## config.mk

```make
export PLATFORM = sky130hd
export DESIGN_NAME = mux_share_arbiter_flat
export DESIGN_NICKNAME = d
export VERILOG_FILES = /design/src/rtl/mux_share_arbiter_if.sv /design/src/rtl/mux_share_arbiter.sv /design/src/flat_wrapper.sv
export SDC_FILE = /design/constraint.sdc
export NUM_CORES = 1
export LEC_CHECK = 0
export ABC_AREA = 1
export BUFFER_PORTS_ARGS = -buffer_cell sky130_fd_sc_hd__buf_4
export CAP_MARGIN = 20
export CORE_MARGIN = 2
export CORE_UTILIZATION = 45
export CTS_BUF_LIST = sky130_fd_sc_hd__clkbuf_2
export DETAILED_ROUTE_END_ITERATION = 10
export GPL_ROUTABILITY_DRIVEN = 0
export PLACE_DENSITY = 0.69
export SLEW_MARGIN = 20
export SYNTH_ARGS = -nofsm -noshare
export SYNTH_HDL_FRONTEND = slang
export SYNTH_SLANG_ARGS = --single-unit
```

## constraint.sdc

```tcl
create_clock -name clk -period 1.6 [get_ports clk]
set_input_delay 0.48 -clock clk [delete_from_list [all_inputs] [get_ports clk]]
set_output_delay 0.48 -clock clk [all_outputs]
set_load 0.02 [all_outputs]
```

## src/rtl/mux_share_arbiter_if.sv

```systemverilog
// mux_share_arbiter_if: request/grant bundle between requesters and the shared-mux arbiter.
interface mux_share_arbiter_if #(parameter int CNT_W = 4);
  logic [2:0]       req;
  logic [2:0]       gnt;
  logic [1:0]       sel;
  logic             valid;
  logic             preempt;
  logic [CNT_W-1:0] hold_cnt;
  modport master (output req, input gnt, sel, valid, preempt, hold_cnt);
  modport slave  (input req, output gnt, sel, valid, preempt, hold_cnt);
endinterface

```

## src/rtl/mux_share_arbiter.sv

```systemverilog
// mux_share_arbiter: round-robin owner of a 4:1 mux among three requesters, with hold limit
// and optional parked turnaround cycle (sel=2'b11) between owners.
module mux_share_arbiter #(
  parameter int HOLD_MAX   = 8,
  parameter int CNT_W      = 4,
  parameter bit TURNAROUND = 1'b1
) (
  input logic                clk,
  input logic                rst_n,
  mux_share_arbiter_if.slave bus
);
  typedef enum logic [1:0] {IDLE, GRANT, GAP} state_t;
  state_t           state_q, state_d;
  logic [1:0]       owner_q, owner_d, last_q, last_d, win;
  logic [CNT_W-1:0] hold_q, hold_d;
  logic             pre_q, pre_d, any_req, mine, others, expired;
  function automatic logic [1:0] pick(input logic [2:0] r, input logic [1:0] l);
    logic [1:0] n1, n2;
    n1 = (l == 2'd2) ? 2'd0 : l + 2'd1;
    n2 = (n1 == 2'd2) ? 2'd0 : n1 + 2'd1;
    return r[n1] ? n1 : r[n2] ? n2 : l;
  endfunction
  assign any_req = |bus.req;
  assign win     = pick(bus.req, last_q);
  assign mine    = bus.req[owner_q];
  assign others  = |(bus.req & ~(3'b001 << owner_q));
  assign expired = hold_q == CNT_W'(HOLD_MAX);
  always_ff @(posedge clk or negedge rst_n)
    if (!rst_n) begin
      state_q <= IDLE;
      owner_q <= 2'd0;
      last_q  <= 2'd2;
      hold_q  <= '0;
      pre_q   <= 1'b0;
    end else begin
      state_q <= state_d;
      owner_q <= owner_d;
      last_q  <= last_d;
      hold_q  <= hold_d;
      pre_q   <= pre_d;
    end
  always_comb begin
    state_d = state_q;
    owner_d = owner_q;
    last_d  = last_q;
    hold_d  = hold_q;
    pre_d   = 1'b0;
    unique case (state_q)
      GRANT:
        if (mine && !expired) hold_d = hold_q + 1'b1;
        else if (mine && !others) hold_d = CNT_W'(1);
        else begin
          pre_d  = mine;
          hold_d = '0;
          // Without turnaround, re-arbitrate on the release edge; last_q==owner_q puts the old owner last.
          if (TURNAROUND) state_d = GAP;
          else if (any_req) begin
            owner_d = win;
            last_d  = win;
            hold_d  = CNT_W'(1);
          end else state_d = IDLE;
        end
      default:
        if (any_req) begin
          state_d = GRANT;
          owner_d = win;
          last_d  = win;
          hold_d  = CNT_W'(1);
        end else state_d = IDLE;
    endcase
  end
  always_comb begin
    bus.valid    = state_q == GRANT;
    bus.gnt      = bus.valid ? 3'b001 << owner_q : 3'b000;
    bus.sel      = bus.valid ? owner_q : 2'b11;
    bus.preempt  = pre_q;
    bus.hold_cnt = hold_q;
  end
endmodule

```

## src/flat_wrapper.sv

```systemverilog
// flat-port wrapper written by rule: the top's interface ports become plain ports
module mux_share_arbiter_flat 
#(
  parameter int HOLD_MAX   = 8,
  parameter int CNT_W      = 4,
  parameter bit TURNAROUND = 1'b1
)
  (clk, rst_n, bus_req, bus_gnt, bus_sel, bus_valid, bus_preempt, bus_hold_cnt);
  mux_share_arbiter_if #(.CNT_W(CNT_W)) bus_i ();
  input logic clk;
  input logic rst_n;
  input wire logic [$bits(bus_i.req)-1:0] bus_req;
  output wire logic [$bits(bus_i.gnt)-1:0] bus_gnt;
  output wire logic [$bits(bus_i.sel)-1:0] bus_sel;
  output wire logic [$bits(bus_i.valid)-1:0] bus_valid;
  output wire logic [$bits(bus_i.preempt)-1:0] bus_preempt;
  output wire logic [$bits(bus_i.hold_cnt)-1:0] bus_hold_cnt;
  assign bus_i.req = bus_req;
  assign bus_gnt = bus_i.gnt;
  assign bus_sel = bus_i.sel;
  assign bus_valid = bus_i.valid;
  assign bus_preempt = bus_i.preempt;
  assign bus_hold_cnt = bus_i.hold_cnt;
  mux_share_arbiter #(.HOLD_MAX(HOLD_MAX), .CNT_W(CNT_W), .TURNAROUND(TURNAROUND)) u_core (.clk(clk), .rst_n(rst_n), .bus(bus_i));
endmodule
```

[Word level (Yosys, flattened, before mapping)]
Cells that the tools add are included.
Storage, ports and cells
  bits in registers: 11
  bits of input ports: 5
  output and inout port bits: 11
  logic and storage cells: 53
Cells by class
  add/sub/neg operators: 3
  magnitude comparators: 3
  equality and inequality tests: 6
  shift-type cells: 1
  mux-type cells: 23
  bitwise operators: 3
  reduce and logical (&&, ||, !) cells: 9
Operators with widths (count)
  two-way mux 2 bit: 8
  two-way mux 4 bit: 3
  < comparator 2 x 3 -> 1 bit, second input constant: 3
  two-way mux 1 bit: 8
  binary-select mux 1 bit (select 2 bit): 3
  OR reduction 3 bit: 2
  adder 2 x 1 -> 2 bit, second input constant: 2
  adder 4 x 1 -> 4 bit, second input constant: 1
  equality test 2 bit, second input constant: 2
  equality test 4 bit, second input constant: 1
  inequality test 2 bit, second input constant: 2
  AND reduction 2 bit: 2
  bitwise AND 3 bit: 1
  two-way mux 3 bit: 1
  NOT 3 bit: 1
  << shifter 1 x 2 -> 3 bit, first input constant: 1
  equality test 2 x 1 -> 1 bit, second input constant: 1
  logical AND 1 bit: 2
  zero test 1 bit: 2
  nonzero test 2 bit: 1
  NOT 1 bit: 1

[Longest topological paths before layout]
Gate-level depths: netlist (run 1).
  depth after elaboration: 9
  depth in mapped cells: 9
  depth with buffers taken out: 8

[Worst setup path before layout (run 1)]
No wires, ideal clock.
  kind: register -> output
  from: register, netlist name u_core.last_q[0]
  to: output port bus_gnt[2]
  data arrival time: 0.897 ns
  data required time: 1.120 ns
  slack: 0.223 ns
  cell stages (with the launch flop): 5
  buffers on the path: 1
  cell sequence: dfrtp_1 > buf_6 > inv_2 > nand2_2 > nor2_1
RTL lines
  end, declared: line flat_wrapper.sv:13  | output wire logic [$bits(bus_i.gnt)-1:0] bus_gnt;

[Final worst setup path (run 1)]
  from: register u_core.state_q[1]
  to: output port bus_sel[0]
On the way
  cells in the longest elaborated chain, start to end: 2
Ends and longest elaborated chain
  start, declared: line mux_share_arbiter.sv:13  | state_t state_q, state_d;
  start signal, assigned: line mux_share_arbiter.sv:36  | state_q <= state_d;
  equality test 2 x 1 -> 1 bit: line mux_share_arbiter.sv:73  | bus.valid = state_q == GRANT;
  two-way mux 2 bit: line mux_share_arbiter.sv:75  | bus.sel = bus.valid ? owner_q : 2'b11;
  end, declared: line flat_wrapper.sv:14  | output wire logic [$bits(bus_i.sel)-1:0] bus_sel;
Every way passes these cells.

==> results of run 1 <==
==> routing by layer <==
metal,up-vias,global-route usage,routed length (um)
met1,316,0.245,723
met2,21,0.246,684
met4,0,0.0313,0
li1,343,-,-
met3,0,0.0819,110
met5,-,0,0
==> per-stage QoR <==
step | hold WS [ns] | setup TNS [ns]
after floorplan | 0.184 | 0
after global placement | 0.314 | 0
after detailed placement | 0.314 | 0
after CTS | 0.0150 | 0
after global routing | 0.000558 | -0.368
final | 0.0168 | -0.0615
==> registers in the layout (all words and copies together), names as in the netlist <==
register and count:
u_core.bus.hold_cnt 4, u_core.bus.preempt 1, u_core.last_q 2, u_core.owner_q 1, u_core.state_q 2
==> cells in the final DEF, fill, tap and decap left out <==
cell	instances
sky130_fd_sc_hd__nand2_1	26
sky130_fd_sc_hd__buf_4	14
sky130_fd_sc_hd__inv_1	12
sky130_fd_sc_hd__nand3_1	8
sky130_fd_sc_hd__dfrtp_1	8
sky130_fd_sc_hd__o21ai_0	6
sky130_fd_sc_hd__nor2_1	6
sky130_fd_sc_hd__buf_6	6
sky130_fd_sc_hd__inv_2	4
sky130_fd_sc_hd__nor2_2	4
sky130_fd_sc_hd__nand4_1	4
sky130_fd_sc_hd__clkbuf_2	4
sky130_fd_sc_hd__xor2_1	2
sky130_fd_sc_hd__o21ai_1	2
sky130_fd_sc_hd__ha_1	2
sky130_fd_sc_hd__nor2_4	1
sky130_fd_sc_hd__nand2_2	1
sky130_fd_sc_hd__o21ai_2	1
sky130_fd_sc_hd__nand3_2	1
sky130_fd_sc_hd__a21boi_0	1
sky130_fd_sc_hd__nor3_1	1
sky130_fd_sc_hd__a21oi_1	1
sky130_fd_sc_hd__dfrtp_2	1
sky130_fd_sc_hd__dfstp_2	1
==> where the power goes <==
part	internal [mW]	switching (mW)	total [mW]
sequential	0.346	0.0830	0.429
combinational	0.471	0.635	1.11
clock	0.0663	0.0848	0.151
==> what timing repair did <==
action | 4_1_cts | 5_1_grt
pin swaps | 1 | 1
resized for setup | 9 | 4
setup endpoints to repair | 6 | 6
setup buffers | 3 | 1
hold buffers | 0 | 0
gates cloned | 0 | 0
==> cells by family (layout without fill, tap and decap cells) <==
kind of cell | Yosys count | count (layout)
AOI/OAI and AO/OA | 11 | 11
xor gates and xnor gates | 2 | 2
adders and majority gates | 2 | 2
buffers and inverters | 18 | 40
DFF | 10 | 10
and+or+nand+nor | 52 | 52
==> how the worst max path moves through the flow <==
| stage | end | slack [ns] |
|---|---|---|
| floorplan | bus_gnt[2] | 0.22 |
| finish | bus_sel[0] | -0.02 |
| CTS | bus_sel[0] | 0.002 |
| global placement | bus_gnt[2] | 0.21 |
| detailed placement | bus_gnt[0] | 0.18 |
| global route | bus_gnt[0] | -0.08 |
==> area by class of cell <==
cell class                 count  area share
clock buffer                   4      0.0230
inverter                      16      0.0690
multi-input combinational     67       0.398
sequential                    10       0.290
tap                           15      0.0216
timing repair buffer          20       0.198
==> summary by stage, run 1 <==
STA
The post-route clock skew is 0.0275 ns. Of the available clock period, the critical path in the final layout requires 1.01. Setup repair after global routing could not meet its margin everywhere. Setup violations remaining at the end of the flow were counted as 4.

Setup slack on the critical path of the routed design comes to -0.0234 ns. The max-slew violation count came to 0. For the pin with the worst max-slew slack, the measured transition is just over 0.3 ns. The worst path in the final design needs a cycle of ~1.6 ns, including I/O delays and setup. Headroom to the max-slew limit came out at 0.798.

Static timing analysis puts the maximum clock frequency at 616 MHz. The final number of hold-violating endpoints is 0.

Finish
The total non-filler cell area in the finished layout is 871 um^2. The count of nets after finishing is 125. In the final layout, the multi-input gates occupy 347 um^2.

The area growth from synthesis to layout is 31.6%. The antenna cell count is 0. Once layout is complete, the utilization of the core stands at 0.653. Of the cells placed in the final design, the portion with a size suffix greater than 1 is 0.325. The number of standard cells in the layout, taps in and fillers out is around 130. The flip-flop and latch area is about 250 um^2. Fill cells in the final layout number 130.

Synth
The post-synthesis share of cell area spent on and, or, nand and nor gates is 0.348. The Yosys step of the flow raised 0 warnings. The post-synthesis cell type count is 21. The cell count after synthesis is 95. The mux cell area share after synthesis is 0. The synthesized netlist occupies a cell area of 662 um^2. The number of enable-type register cells in the synthesized netlist is 0. The fraction of registers with async set/reset is 1.00. Of the total synthesized cell area, the portion taken by XOR and XNOR cells is 0.0265. Of the total synthesized cell area, the portion taken by full adders, half adders and majority gates is 0.0378. The post-synthesis area per instance is 6.97 um^2. The most used flip-flop cell after synthesis is sky130_fd_sc_hd__dfrtp_1. The number of nets in the synthesized netlist is approximately 100. The most instantiated library cell after synthesis is sky130_fd_sc_hd__nand2_1.

By count the netlist is led by 26 x sky130_fd_sc_hd__nand2_1, 14 x sky130_fd_sc_hd__inv_1, 9 x sky130_fd_sc_hd__dfrtp_1, 9 x sky130_fd_sc_hd__nor2_1, 8 x sky130_fd_sc_hd__nand3_1. In the post-synthesis netlist, the biggest area contributors are sky130_fd_sc_hd__dfrtp_1 34%, sky130_fd_sc_hd__nand2_1 15%, sky130_fd_sc_hd__inv_1 7.9%. The share of the synthesized area in compound gates (AO/OA/AOI/OAI) is 0.0926. Of the post-synthesis cell area, the dominant cell type holds 0.340. The cell taking the most area after synthesis is sky130_fd_sc_hd__dfrtp_1. After synthesis, the largest family of logic cells by area is simple AND/OR/NAND/NOR gates. The post-synthesis sequential area ratio is 0.380. The number of synthesized register bits is 10.

CTS
TritonCTS created 3 clock buffers. TritonCTS built the clock tree. CTS built an H-tree with a depth of 1.

The clock insertion delay at the later pin of the skew report is around 0.26 ns. The clock-pin transition on the worst setup and hold timing paths is approximately 0.11 ns. The tree is rooted in a sky130_fd_sc_hd__clkbuf_2. The number of buffers on the longest clock path is 2. The total clock sinks is 10.

Place
At the placement stage, the worst setup path has a slack of roughly 0.18 ns. After detailed placement, the total cell area comes to around 780 um^2. Counting tap cells, the placed design contains a total of 124 instances. Detailed placement ended at an HPWL of ~1100 um. During placement, the flow inserted port buffers numbering 15.

Critical path
Traced cell by cell, the critical path runs through nor2_4 -> buf_6 -> nand2_1 -> buf_6. The kind of cell with the highest combined delay along the critical path is flip-flops. The category of the worst setup path launch point is a flop. The critical register-to-register path startpoint is u_core.state_q[1]$_DFFE_PN0P_.

The internal reg-to-reg setup slack is 0.21 ns. Counting cells, the worst reg-to-reg path comes to 8. The required time of the critical path is about 1.1 ns. The critical path is of the reg2out type. The launching instance or port of the critical path is u_core.state_q[1]$_DFFE_PN0P_. The reg-to-reg critical path endpoint is u_core.owner_q[1]$_DFFE_PN0P_. The critical path depth in cells is 4. In this design, the critical path's most frequently occurring cell is sky130_fd_sc_hd__buf_6. STA classifies the critical path endpoint as an output pin. The critical-path maximum fanout is 4. For the worst setup path, the data arrival time is 1.14 ns.

Counting both buffers and inverters, the worst setup path holds a total of 2. The master of the slowest instance on the critical path is sky130_fd_sc_hd__dfrtp_1. The delay of the slowest cell on the worst path is 0.41 ns.

Floorplan
The floorplan die width is 42.4 um. The initial cell density of the core is 0.496. After floorplanning, the core was divided into 13 placement rows. 16 I/O pins were placed.

The area of the die is 1790 um^2. In this run the vertical extent of the chip is 42.4 um. The core region area is 1330 um^2.

Drt
The number of search-and-repair iterations in the first detailed-routing pass is 4. Dividing the detail-routed via count by the number of cells gives 5.15. For this block, the initial DRC count from the detailed router was 27.

For this run, design rule violations remaining after detail routing come to 0. Once detail routing completed, the nets flagged for antenna violations numbered 0. In the final routed layout, each cell accounts on average for 11.5 um.

The number of vias after detailed routing is 680. The final routed wirelength across all metal layers is roughly 1500 um.

Power and ir drop
The worst IR drop on VDD is approximately 1400 uV. Dividing total power by cell area gives a power density of 1940 nW/um^2. For this design the static power due to leakage is 0.494 nW. The design draws 1.69 mW.

Flow run
Max-cap violations in this run came to 0.

Status
The checks that failed: setup timing. The flow ran to the end, but the final reports show violations.

GRT
Across every metal layer, demand over resource in global routing totals 0.174. The via count of the first global-routing pass was 531. The first global-routing pass estimated 2360 um of wire. Entering global routing, the biggest net connects 11 pins.

The number of antenna violations at the first check in global routing was 0. Summed over all layers, the global routing overflow is 0.

Worst hold path
The class of the tightest hold or removal check is in2async.
(Power assumes the default switching activity.)
==> run 2: changes to the inputs <==
--- a/config.mk
+++ b/config.mk
@@ -14,6 +14,7 @@
 export DETAILED_ROUTE_END_ITERATION = 10
 export GPL_ROUTABILITY_DRIVEN = 0
 export PLACE_DENSITY = 0.69
+export SETUP_SLACK_MARGIN = 0.02
 export SLEW_MARGIN = 20
 export SYNTH_ARGS = -nofsm -noshare
 export SYNTH_HDL_FRONTEND = slang
==> run 2 against run 1 <==
Against the previous run: critical path depth stayed put; non-clock buffer count increased by 1; critical path type unchanged; the flow still finishes with violations (setup timing); clock skew is 0.0052 ns lower; via count is 2.5% higher; first-iteration DRC count grew 33%; combinational power hardly changed.
==> summary by stage, run 2 (synthesized netlist as in run 1, its figures left out) <==
Status
The flow ran to the end, but the final reports show violations. The checks that failed: setup timing.

Finish
The core occupancy in the finished layout is 0.662 (+0.00938). The area of the multi-input gates is 352 um^2 (+1.4%). Compared with the post-synthesis result, the final layout area differs by 33.5%. The count of nets after finishing is 126 (+0.80%). In the layout the commonest cells are 24 x sky130_fd_sc_hd__nand2_1, 15 x sky130_fd_sc_hd__buf_4, 12 x sky130_fd_sc_hd__inv_1, 8 x sky130_fd_sc_hd__nand3_1, 8 x sky130_fd_sc_hd__dfrtp_1.

The number of standard cells in the layout, taps in and fillers out was 133 (+0.76%). The flip-flop and latch area is 253 um^2 (unchanged). The number of filler cells placed in the layout came to 129 (-0.77%). The proportion of layout cells with a drive suffix above 1 came to 0.347 (+0.0227). The total non-filler cell area in the finished layout is 883 um^2 (+1.4%).

The antenna cell count is 0 (unchanged). The flip-flop count of the largest register after layout is 4 (unchanged). The most common cell after layout, fill and taps aside is sky130_fd_sc_hd__nand2_1.

STA
The final number of hold-violating endpoints is 0 (unchanged). The slew at the pin closest to its max-slew limit is 0.300 ns (-0.00260 ns). Setup repair after global routing could not meet its margin everywhere. The post-route worst setup slack is -0.00521 ns (+0.0182 ns). The final count of negative-setup-slack endpoints is 3 (-1). The time the final worst path needs with I/O delays and setup is 1.61 ns (-0.0182 ns). The max-slew violation count is 0 (unchanged).

The worst relative slew slack came to 0.800 (+0.00173). The post-route clock skew was 0.0224 ns (-0.00519 ns). The maximum frequency from static timing analysis is 623 MHz (+1.1%). The final period utilization is 1.00 (-0.0114).

The setup TNS came to -0.0116 ns (+0.0500 ns).

Place
The total cell area at the placement stage was 785 um^2 (unchanged). The half-perimeter wire length of the detailed placement result came to 1130 um (unchanged). The post-placement cell count came to 124 (unchanged). The count of input and output buffers was 15 (unchanged).

Power and ir drop
The switching part of the total power was 0.474 (-0.00205). The worst IR drop on VDD is 1450 uV (+1.5%). The leakage power summed over all cells came to 0.499 nW (+1.0%). The clock network fraction of design power is 0.087 (-0.003).

The power per unit of standard cell area is 1940 nW/um^2 (+0.19%). The sequential fraction of design power is 0.251 (-0.004). The total net switching power is 0.812 mW (+1.2%). The portion of total power attributed to combinational logic came to 0.662 (+0.006).

The total internal power was 0.902 mW (+2.0%).

Floorplan
The die span in y is 42.4 um (unchanged). The initial cell density of the core is 0.496 (unchanged). The core region area was 1330 um^2 (unchanged). The area of the die is 1790 um^2 (unchanged).

The I/O pin count is 16 (unchanged). The floorplan die width is 42.4 um (unchanged). The floorplan row count is 13 (unchanged).

Critical path
The required time of the critical path is 1.12 ns (about the same). The worst endpoint data arrival time is 1.13 ns (about the same). The critical-path maximum fanout is 4 (unchanged). The category of the worst setup path launch point is a flop.

The cell family contributing the most delay on the critical path is flip-flops. The number of buffers and inverters on the critical path is 2 (unchanged). Among the stages of the critical path, the cell type that occurs most often is sky130_fd_sc_hd__buf_6. Among all stages on the critical path, the largest delay is contributed by sky130_fd_sc_hd__dfrtp_1. The type of element capturing the critical path is an output pin. The critical path is of the reg2out type. Traced cell by cell, the critical path runs through nor2_4 -> buf_6 -> nand2_2 -> buf_6. The delay of the slowest cell on the worst path is 0.41 ns (about the same).

CTS
The total CTS buffers is 3 (unchanged). The clock insertion delay at the later pin of the skew report is 0.26 ns (about the same). The total clock sinks is 10 (unchanged). The root buffer selected by CTS is sky130_fd_sc_hd__clkbuf_2.

The clock-pin transition on the worst setup and hold timing paths was 0.11 ns (about the same). The count of H-tree levels built during CTS is 1 (unchanged). The number of buffers on the longest clock path was 2 (unchanged). The clock tree from TritonCTS is built. The count of hold buffers inserted by post-cts repair was 0 (unchanged).

GRT
The maximum number of pins on one net before global-route repair is 11 (unchanged). The global-route wire length before repair was 2390 um (+1.2%). The combined global-route utilization of all metal layers is 0.176 (+0.00179). The via count of the first global-routing pass is 537 (+1.1%).

The number of antenna violations at the first check in global routing came to 0 (unchanged). The total overflow reported by the global router came to 0 (unchanged).

Drt
The number of violations reported at the end of detailed-routing iteration 0 was 36 (+33%). The average via count per standard cell is 5.24 (+1.7%). The number of vias after detailed routing is 697 (+2.5%).

The detailed-route wire length per cell is 11.4 um (-0.88%). The number of DRC violations after detailed routing was 0 (unchanged). The final routed wirelength across all metal layers was 1520 um (-0.13%).

The number of search-and-repair iterations in the first detailed-routing pass is 4 (unchanged). The number of antenna-violating nets in the routed design is 0 (unchanged).

Flow run
The reported max-cap violation count was 0 (unchanged).

Worst hold path
The class of the tightest hold or removal check is in2async.
## run 2: changes by cell type in the layout (fill, tap and decap cells not counted)
cell                      previous run  this run
sky130_fd_sc_hd__buf_4              14        15
sky130_fd_sc_hd__nand2_2             1         3
sky130_fd_sc_hd__nand2_1            26        24
## run 2: final cells by class
class | count | area share
Clock buffer | 4 | 0.0227
Inverter | 16 | 0.0680
Multi-Input combinational cell | 67 | 0.398
Sequential cell | 10 | 0.286
Tap cell | 15 | 0.0212
Timing Repair Buffer | 21 | 0.204
## run 2: metrics by stage
| step | setup WS [ns] | hold slack, ns | power, mW |
|---|---|---|---|
| 6_report | -0.00521 | 0.0205 | 1.71 |
| 3_5_place_dp | 0.178 | 0.314 | 1.33 |
| 4_1_cts | 0.00879 | 0.0150 | 1.67 |
| 5_1_grt | -0.0784 | 0.000558 | 1.85 |
| 3_3_place_gp | 0.213 | 0.314 | 1.32 |
| 2_1_floorplan | 0.223 | 0.184 | 1.05 |
## run 2: worst reg2reg max path, cell delays in order, from the launching register on
cell,delay [ns]
sky130_fd_sc_hd__dfrtp_1,0.41
sky130_fd_sc_hd__nor2_4,0.15
sky130_fd_sc_hd__inv_2,0.08
sky130_fd_sc_hd__buf_4,0.13
sky130_fd_sc_hd__buf_4,0.13
sky130_fd_sc_hd__nand2_1,0.13
sky130_fd_sc_hd__inv_1,0.08
sky130_fd_sc_hd__nand2_1,0.07
sky130_fd_sc_hd__o21ai_0,0.07
## run 2: worst paths after layout
check | start | endpoint | slack (ns) | depth (start not counted)
worst max-delay path | u_core.state_q[1]$_DFFE_PN0P_ | bus_sel[1] | -0.005 | 4
worst min-delay path | rst_n | u_core.state_q[0]$_DFFE_PN0P_ | 0.02 | 1
worst max register to register | u_core.state_q[1]$_DFFE_PN0P_ | u_core.owner_q[1]$_DFFE_PN0P_ | 0.22 | 8
worst min register to register | u_core.state_q[1]$_DFFE_PN0P_ | u_core.bus.preempt$_DFF_PN0_ | 0.56 | 3
max in group asynchronous | rst_n | u_core.last_q[1]$_DFFE_PN1P_ | 1.33 | 1
min in group clk | u_core.state_q[1]$_DFFE_PN0P_ | u_core.bus.preempt$_DFF_PN0_ | 0.56 | 3
## run 2: power by group through the flow
stage | Sequential (mW) | Combinational (mW) | Clock (mW)
global placement | 0.438 | 0.879 | 0
finish | 0.430 | 1.13 | 0.150
floorplan | 0.440 | 0.613 | 0
global route | 0.444 | 1.24 | 0.167
detailed placement | 0.436 | 0.896 | 0
CTS | 0.426 | 1.08 | 0.155
## run 2: timing repair
action	4_1_cts	5_1_grt
buffers inserted	4	1
pin swaps	1	1
gates resized for setup	12	3
setup endpoints to repair	6	6
## run 2: per-layer routing
| metal | global-route usage | share of wire | vias to the layer above |
|---|---|---|---|
| met5 | 0 | 0 | - |
| met4 | 0.0313 | 0.0066 | 0 |
| met3 | 0.0819 | 0.081 | 2 |
| met2 | 0.246 | 0.43 | 32 |
| met1 | 0.250 | 0.48 | 317 |
| li1 | - | - | 346 |
